--- src/rtl/gate_tt_sequencer.sv ---
// gate_tt_sequencer: drives a 2-input gate through 00,01,10,11, samples y at the
// end of each hold window and reports a per-vector error mask and pass flag.
`default_nettype none

module gate_tt_sequencer #(
   parameter int         HOLD_CYCLES = 10,
   parameter logic [3:0] EXP_TT      = 4'b0111
) (
   input  logic       clk,
   input  logic       rst_n,
   input  logic       start,
   input  logic       y,
   output logic       a,
   output logic       b,
   output logic [1:0] vec_idx,
   output logic       busy,
   output logic       done,
   output logic       pass,
   output logic [3:0] err_mask
);

   localparam logic [1:0] C_IDLE     = 2'd0;
   localparam logic [1:0] C_APPLY    = 2'd1;
   localparam logic [1:0] C_DONE     = 2'd2;
   localparam logic [7:0] C_LAST_CNT = 8'(HOLD_CYCLES - 1);

   generate
      if (HOLD_CYCLES < 2 || HOLD_CYCLES > 255) begin : g_hold_check
         $error("gate_tt_sequencer: HOLD_CYCLES=%0d outside 2..255", HOLD_CYCLES);
      end
   endgenerate

   logic [1:0] r_state;
   logic [1:0] w_state_nxt;
   logic [7:0] r_cnt;
   logic [7:0] w_cnt_nxt;
   logic [1:0] w_vec_nxt;
   logic [3:0] w_mask_nxt;
   logic       w_a_nxt;
   logic       w_b_nxt;
   logic       w_busy_nxt;
   logic       w_done_nxt;
   logic       w_pass_nxt;
   logic       w_sample;

   assign w_sample = (r_state == C_APPLY) && (r_cnt == C_LAST_CNT);

   always_ff @(posedge clk or negedge rst_n) begin
      if (!rst_n) begin
         r_state <= C_IDLE;
      end else begin
         r_state <= w_state_nxt;
      end
   end

   always_comb begin
      w_state_nxt = r_state;
      case (r_state)
         C_IDLE:  if (start) w_state_nxt = C_APPLY;
         C_APPLY: if (w_sample && vec_idx == 2'd3) w_state_nxt = C_DONE;
         C_DONE:  if (start) w_state_nxt = C_APPLY;
         default: w_state_nxt = C_IDLE;
      endcase
   end

   // Next values of the registered outputs; everything is flopped below so
   // neither y nor start has a combinational path to any output.
   always_comb begin
      w_cnt_nxt  = r_cnt;
      w_vec_nxt  = vec_idx;
      w_mask_nxt = err_mask;
      w_a_nxt    = a;
      w_b_nxt    = b;
      w_busy_nxt = busy;
      w_done_nxt = done;
      w_pass_nxt = pass;
      case (r_state)
         C_IDLE, C_DONE: begin
            if (start) begin
               w_cnt_nxt  = 8'd0;
               w_vec_nxt  = 2'd0;
               w_mask_nxt = 4'b0000;
               w_a_nxt    = 1'b0;
               w_b_nxt    = 1'b0;
               w_busy_nxt = 1'b1;
               w_done_nxt = 1'b0;
               w_pass_nxt = 1'b0;
            end
         end
         C_APPLY: begin
            if (w_sample) begin
               w_mask_nxt[vec_idx] = (y != EXP_TT[vec_idx]);
               w_cnt_nxt           = 8'd0;
               if (vec_idx == 2'd3) begin
                  w_vec_nxt  = 2'd0;
                  w_a_nxt    = 1'b0;
                  w_b_nxt    = 1'b0;
                  w_busy_nxt = 1'b0;
                  w_done_nxt = 1'b1;
                  w_pass_nxt = ~|w_mask_nxt;
               end else begin
                  w_vec_nxt          = vec_idx + 2'd1;
                  {w_a_nxt, w_b_nxt} = vec_idx + 2'd1;
               end
            end else begin
               w_cnt_nxt = r_cnt + 8'd1;
            end
         end
         default: begin
            w_cnt_nxt  = 8'd0;
            w_busy_nxt = 1'b0;
         end
      endcase
   end

   always_ff @(posedge clk or negedge rst_n) begin
      if (!rst_n) begin
         r_cnt    <= 8'd0;
         vec_idx  <= 2'd0;
         err_mask <= 4'b0000;
         a        <= 1'b0;
         b        <= 1'b0;
         busy     <= 1'b0;
         done     <= 1'b0;
         pass     <= 1'b0;
      end else begin
         r_cnt    <= w_cnt_nxt;
         vec_idx  <= w_vec_nxt;
         err_mask <= w_mask_nxt;
         a        <= w_a_nxt;
         b        <= w_b_nxt;
         busy     <= w_busy_nxt;
         done     <= w_done_nxt;
         pass     <= w_pass_nxt;
      end
   end

endmodule

`default_nettype wire

--- config.mk ---
export PLATFORM = sky130hd
export DESIGN_NAME = gate_tt_sequencer
export DESIGN_NICKNAME = d
export VERILOG_FILES = /design/src/rtl/gate_tt_sequencer.sv
export SDC_FILE = /design/constraint.sdc
export NUM_CORES = 1
export LEC_CHECK = 0
export CORE_UTILIZATION = 28
export DETAILED_ROUTE_END_ITERATION = 6
export SLEW_MARGIN = 20
export SYNTH_ARGS = -nofsm -noshare
export SYNTH_HDL_FRONTEND = slang
export SYNTH_SLANG_ARGS = --single-unit
export TNS_END_PERCENT = 10
--- constraint.sdc ---
create_clock -name clk -period 1.44 [get_ports clk]
set_input_delay 0.288 -clock clk [delete_from_list [all_inputs] [get_ports clk]]
set_output_delay 0.288 -clock clk [all_outputs]
set_load 0.01 [all_outputs]
# Yosys cells after proc, flatten, opt, wreduce, memory -nomap -nowiden
# Cells that the tools add are included.
# W data, S select, Z words.
# classes
n_addsub,2
order_cmp,2
eq_ne,9
muxes,35
n_reduce_logical,12
# ops
op,count
$mux W8,2
$pmux W8 S2,1
$mux W1,14
$mux W2,5
$pmux W1 S2,5
$add A8 B1 Y8 const B,1
$eq A8 B4 Y1 const B,1
$mux W4,2
$pmux W2 S2,2
$pmux W4 S2,1
$ne A2 B1 Y1 const B,3
$reduce_and A3 Y1,2
$bwmux W4,1
$eq A2 B2 Y1 const B,2
$reduce_and A4 Y1,1
$reduce_or A4 Y1,1
$logic_and A1 B1 Y1,3
$lt A2 B3 Y1 const B,1
$add A2 B1 Y2 const B,1
$bmux W1 S2,1
$demux W1 S2,1
$eq A2 B1 Y1 const B,1
$ge A2 B1 Y1 const B,1
$logic_not A2 Y1,1
other kinds (6),6
# totals
register_bits,21
inputBits,4

# Depth between registers and ports, before layout
# Gate-level depths: netlist of run 1.
# depth
ltp_word,10
mapped_depth,6
ltp_nobuf,6

# Least setup slack after synthesis of run 1
# OpenSTA, ideal clock, no wires.
# synth_path
path_type,register to register
from,register r_cnt[1]
to,register pass
setup_ps,127
arrival_time_ps,1399
required_ps,1313
setup_slack_ps,-86
path_stages_with_launch,7
synth_period_minus_slack_ps,1526
path_cell_list,dfrtp_1 -> inv_1 -> ha_1 -> nor3b_2 -> and4_4 -> a21oi_2 -> mux2_1
# synth_via
elab_chain_len,4
# synth_rtl
element,line,rtl
"start, declared",35,logic [7:0] r_cnt;
"start signal, assigned",127,r_cnt <= w_cnt_nxt;
$eq A8 B4 Y1,46,assign w_sample = (r_state == C_APPLY) && (r_cnt == C_LAST_CNT);
$logic_and A1 B1 Y1,46,
$ne A2 B2 Y1 (no line),-,
$reduce_and A4 Y1 (no line),-,
"end signal, assigned",134,pass <= w_pass_nxt;
"end, declared",18,"output logic pass,"
# No other way between the ends.
# A chain may end at the register's enable or synchronous reset.

# Worst setup path after layout of run 1
# layout_path
from,register r_cnt[0]
to,register pass
# The elaborated chain is that of the path after synthesis.

==> qor.yml, run 1 <==
status:
  status: "complete, but fails checks"
  violations: "negative setup slack"
critical_path:
  worstPathRequired_ns: 1.59
  critPathLaunchType: "flop"
  path_buf_inv: 1
  critical_path_class: "reg -> reg"
  critical_path_arrival_ns: 1.74
  crit_fanout: 5
  cp_slowest_cell: "dfrtp_1"
  slowest_delay_ns: 0.42
  endpoint_kind: "flop"
  cp_cell_sequence: "ha_4 -> nor3b_4 -> buf_6 -> and4_4 -> a21oi_2 -> mux2_4"
  cp_top_family: "flip-flops"
floorplanning:
  die-height_microns: 63.4
  start_util: 0.304
  rows: 21
  die_area_sq_um: 4020
  dieWidth_microns: 63.4
  io_pins: 15
  core_region_area_sq_um: 3470
clock_network:
  clk_pin_slew_ns: 0.07
  clk_latency_ns: 0.26
  ctsHtreeMaxLevel: 1
  cts_buffer_depth: 2
  cts.sinks: 19
  cts_tree: "yes"
  numCtsBuffers: 3
  cts-hold-fix-buffers: 0
  cts-root-buf: "clkbuf_8"
grt:
  grt-ovfl-total: 0
  grt_first_pass_wirelength_microns: 4070
  grt_usage: 0.129
  antenna_found_initial: 0
  grt_pass1_vias: 926
  grt_max_degree: 20
drt:
  drc: 0
  wl_per_cell_microns: 12.7
  routed_via_density: 4.90
  drt_wl_total_microns: 2430
  drtPass1Iterations: 4
  ant_nets: 0
  vias: 940
  drt_iter0_markers: 57
layout:
  area_delta_synth_final_pct: 49.1
  fin_util: 0.453
  drive_gt1_frac: 0.370
  mostFrequentLayoutCells: "22 x buf_4, 17 x dfrtp_1, 9 x o21ai_1, 8 x nand2_1, 8 x dlygate4sd2_1"
  mostFrequentLayoutCell: "buf_4"
  final.fill_count: 334
  antenna_cells: 0
  nets: 157
  final_area_sq_um: 1570
sta:
  fin_crit_ns: 1.59
  finalMaxSlewViolations: 0
  setup_viol: 8
  period_share: 1.11
  layout_setup_ws_ns: -0.153
  hold_slack_ns: 0.365
  fin_setup_tns_ns: -0.433
  grt_setup_unrepaired: "true"
  fin_skew_ns: 0.00300
  finalHoldViolations: 0
  maxSlewHeadroom: 0.817
  worstMarginPinSlew_ns: 0.273
  fmax_mhz: 628
synth:
  ys_seq_area_frac: 0.451
  netlist_instances: 107
  synth_cell_types: 38
  netlist_area_sq_um: 1050
  avgSynthCellArea_sq_um: 9.86
  syn-num-nets: 117
  yosys_warnings: 0
  ys_ff_latch: 19
power_and_ir_drop:
  powerDensity_nw_per_um2: 1900
  irDropWorstVdd_uv: 1050
  leakagePower_nw: 0.730
placed_design:
  dp_hpwl_microns: 1740
  gp_congestion: 0.857
  dpl_cell_area_sq_um: 1390
  portBuffers: 14
  place_ws_ns: -0.254
job:
  drv_cap: 0
worst_hold_path:
  hp-class: "in -> async"
[cells by family (layout without fill, tap and decap cells)]
family,after synthesis,in the layout,share of synthesized area
compound gates,34,34,0.210
xor+xnor,2,2,0.0166
fa+ha+maj,6,6,0.0712
buf+inv,11,50,0.0463
flops,19,19,0.451
mux,1,1,0.0107
simple gates,34,34,0.195
[power breakdown]
group          switching [mW]  internal, mW  total, mW  leakage, nW
Clock                   0.175         0.197      0.372       0.0228
Sequential              0.168         0.716      0.884        0.239
Combinational           0.822         0.910       1.73        0.468
Total                    1.16          1.82       2.99        0.730
[stage by stage]
step / power (mW) / instances
after floorplan: 1.64 / 107
after global placement: 2.23 / 184
after detailed placement: 2.28 / 184
after CTS: 2.67 / 188
after global routing: 3.25 / 192
final: 2.99 / 192
[area by class of cell]
| cell class | instances | area (sq um) | area share |
|---|---|---|---|
| multi-input cells | 77 | 649 | 0.413 |
| flip-flops and latches | 19 | 478 | 0.304 |
| repair buffers | 37 | 309 | 0.196 |
| well taps | 46 | 57.6 | 0.0366 |
| clock buffers | 4 | 45.0 | 0.0286 |
| inverters | 9 | 33.8 | 0.0215 |
[layer usage]
metal	wire, microns	vias to the layer above	global-route usage
li1	-	465	-
met5	0	-	0
met1	1080	457	0.154
met3	84	4	0.0380
met4	20	0	0.0398
met2	1250	14	0.221
[sequential cells by signal, indices dropped and copies added (netlist names)]
| register | count |
|---|---|
| busy | 1 |
| done | 1 |
| err_mask | 4 |
| pass | 1 |
| r_cnt | 8 |
| r_state | 2 |
| vec_idx | 2 |
[timing repair]
item / CTS / global route
endpoints found under the setup margin: 25 / 20
hold endpoints to repair: 0 / 0
pin swaps: 4 / 8
buffers inserted: 0 / 4
gates resized for setup: 20 / 30
cloned: 0 / 0
[path summary, 6_finish.rpt]
path | startpoint | endpoint | slack (ns) | depth (start not counted)
worst max-delay path | r_cnt[0] | pass | -0.15 | 6
worst min-delay path | rst_n | err_mask[3] | 0.37 | 2
worst max register to register | r_cnt[0] | pass | -0.15 | 6
worst min register to register | done | done | 0.48 | 1
max in group asynchronous | rst_n | vec_idx[1] | 0.86 | 2
min in group clk | done | done | 0.48 | 1
[cells in the mapped netlist]
cell	n	area, sq um
dfrtp_1	19	475
o21ai_0	12	60.1
inv_1	9	33.8
nand2_1	8	30.0
ha_1	6	75.1
a21oi_1	5	25.0
nor2_1	5	18.8
nand3_1	4	20.0
a22o_1	3	26.3
a21o_1	2	15.0
a31oi_1	2	12.5
buf_4	2	15.0
nand2b_1	2	12.5
nor2b_1	2	12.5
nor3_1	2	10.0
xor2_1	2	17.5
a2111oi_0	1	8.76
a211oi_1	1	7.51
a21o_2	1	8.76
a21oi_2	1	8.76
a32o_1	1	10.0
and2b_1	1	7.51
and3_1	1	6.26
and3_2	1	7.51
and4_4	1	11.3
mux2_1	1	11.3
nand4_1	1	6.26
nor3b_1	1	7.51
nor3b_2	1	12.5
nor4_1	1	6.26
nor4b_4	1	23.8
o211ai_1	1	7.51
o21a_1	1	7.51
o221ai_1	1	8.76
o22ai_1	1	6.26
o32ai_1	1	8.76
or2_1	1	6.26
or3_1	1	6.26
(Power assumes the default switching activity.)
==> run 2: changes to the inputs <==
Settings changed: CORE_MARGIN from default to 4.
==> run 2 against run 1 <==
Against the previous run:
- the flow still finishes with violations (negative setup slack)
- critical path depth fell by 1
- final area rose by 0.16%
- die area rose by 20%
- core utilization fell by 2.3 points
- fmax is 2.2% lower
- combinational power is 3% lower
- hold slack got worse by 0.011 ns
- largest cell class unchanged
==> qor.yml, run 2 (synthesized netlist as in run 1, its figures left out) <==
floorplanning:
  die_area_sq_um: 4810
  core_region_area_sq_um: 3660
  rows: 22
  io_pins: 15
  dieWidth_microns: 69.4
  start_util: 0.288
  die-height_microns: 69.4
critical_path:
  r2r_cells: 5
  critPathLaunchType: "flop"
  crit_fanout: 7
  cp_slowest_cell: "dfrtp_2"
  slowest_delay_ns: 0.44
  critical_path_class: "reg -> reg"
  critical_path_arrival_ns: 1.84
  cp_cell_sequence: "ha_2 -> nor3b_1 -> a211oi_1 -> a2111oi_1 -> mux2_4"
  worstPathRequired_ns: 1.65
  endpoint_kind: "flop"
power_and_ir_drop:
  p_seq_frac: 0.297
  p_clk_frac: 0.131
  switching_share: 0.389
  leakagePower_nw: 0.730
  powerDensity_nw_per_um2: 1870
  p_int_mw: 1.80
  irDropWorstVdd_uv: 1040
  comb_power_share: 0.572
  power.switching_mw: 1.15
grt:
  grt_usage: 0.111
  grt_first_pass_wirelength_microns: 4440
  grt-ovfl-total: 0
  grt_pass1_vias: 1051
  antenna_found_initial: 0
  grt_max_degree: 20
status:
  status: "complete, but fails checks"
  violations: "negative setup slack"
placed_design:
  dp_hpwl_microns: 1900
  gp_congestion: 0.805
  portBuffers: 14
  dpl_cell_area_sq_um: 1410
layout:
  largest_register_ffs: 8
  largest_registers: "r_cnt: 8 flops, err_mask: 4 flops"
  antenna_cells: 0
  nets: 161
  mostFrequentLayoutCell: "buf_4"
  drive_gt1_frac: 0.380
  regMostFlops: "r_cnt"
  mostFrequentLayoutCells: "26 x buf_4, 17 x dfrtp_1, 8 x nand2_1"
  final_area_sq_um: 1580
  area_delta_synth_final_pct: 49.3
drt:
  drc: 0
  drt_wl_total_microns: 2550
  wl_per_cell_microns: 12.9
  drt_iter0_markers: 58
  vias: 978
  drtPass1Iterations: 4
  ant_nets: 0
  routed_via_density: 4.94
sta:
  layout_setup_ws_ns: -0.189
  fin_setup_tns_ns: -0.987
  fmax_mhz: 614
  worstMarginPinSlew_ns: 0.326
  finalMaxSlewViolations: 0
  period_share: 1.13
  fin_crit_ns: 1.63
  setup_viol: 11
  maxSlewHeadroom: 0.783
  finalHoldViolations: 0
  grt_setup_unrepaired: "true"
  fin_skew_ns: 0.00934
clock_network:
  cts_tree: "yes"
  clk_pin_slew_ns: 0.08
  cts-hold-fix-buffers: 0
  ctsHtreeMaxLevel: 1
  clk_latency_ns: 0.26
  cts.sinks: 19
  numCtsBuffers: 3
  cts_buffer_depth: 2
  cts-root-buf: "clkbuf_8"
job:
  drv_cap: 0
worst_hold_path:
  hp-class: "in -> async"
==> run 2: cell types whose count changed in the layout (fill, tap and decap cells not counted), sizes merged <==
cell,change
clkinv,+1
dlymetal6s2s,-1
dlygate4sd2,-1
clkbuf,-1
buf,+4
clkdlybuf4s15,+2
==> run 2: final timing paths <==
path                       startpoint          to  slack, ns
hold reg to reg                  done        done       0.49
setup / recovery           vec_idx[0]        pass      -0.19
hold / removal                  rst_n        pass       0.35
max in group asynchronous       rst_n  vec_idx[0]       0.86
setup reg to reg           vec_idx[0]        pass      -0.19
min in group clk                 done        done       0.49
==> run 2: layout make-up <==
| cell class | instances | area (sq um) |
|---|---|---|
| fill | 352 | 2090 |
| multi-input combinational | 77 | 619 |
| sequential | 19 | 478 |
| timing repair buffer | 41 | 338 |
| tap | 48 | 60.1 |
| clock buffer | 3 | 41.3 |
| inverter | 9 | 33.8 |
| clock inverter | 1 | 5.00 |
==> run 2: critical path, delay by kind of cell, from the launching register on <==
family | cells | cell delay [ns]
flops | 1 | 0.44
compound gates | 2 | 0.41
fa+ha+maj | 1 | 0.23
simple gates | 1 | 0.28
mux | 1 | 0.21
==> run 2: through the flow <==
step	std cells	power, mW	worst slack [ns]	hold WS, ns	utilization
2_1_floorplan	107	1.64	-0.0708	-0.00759	-
3_3_place_gp	188	2.27	-0.144	0.476	0.384
3_5_place_dp	188	2.32	-0.211	0.486	0.384
4_1_cts	196	2.75	-0.152	0.361	0.409
5_1_grt	198	3.18	-0.254	0.385	0.430
6_report	198	2.94	-0.189	0.354	0.430
==> run 2: what timing repair did <==
item	4_1_cts	5_1_grt
cloned	0	0
setup endpoints to repair	26	20
resized for setup	22	21
setup buffers	4	2
pin swaps	2	6
==> run 2: power groups by stage <==
stage | combinational (mW) | clock [mW] | sequential, mW
5_1_grt | 1.85 | 0.424 | 0.902
4_1_cts | 1.49 | 0.396 | 0.859
6_report | 1.68 | 0.385 | 0.874
3_3_place_gp | 1.41 | 0 | 0.860
2_1_floorplan | 0.709 | 0 | 0.935
3_5_place_dp | 1.45 | 0 | 0.868
==> run 2: layer usage <==
layer | up-vias | share of wire | GRT usage
li1 | 472 | - | -
met1 | 480 | 0.42 | 0.125
met2 | 19 | 0.52 | 0.197
met3 | 7 | 0.040 | 0.0377
met4 | 0 | 0.018 | 0.0347
met5 | - | 0 | 0
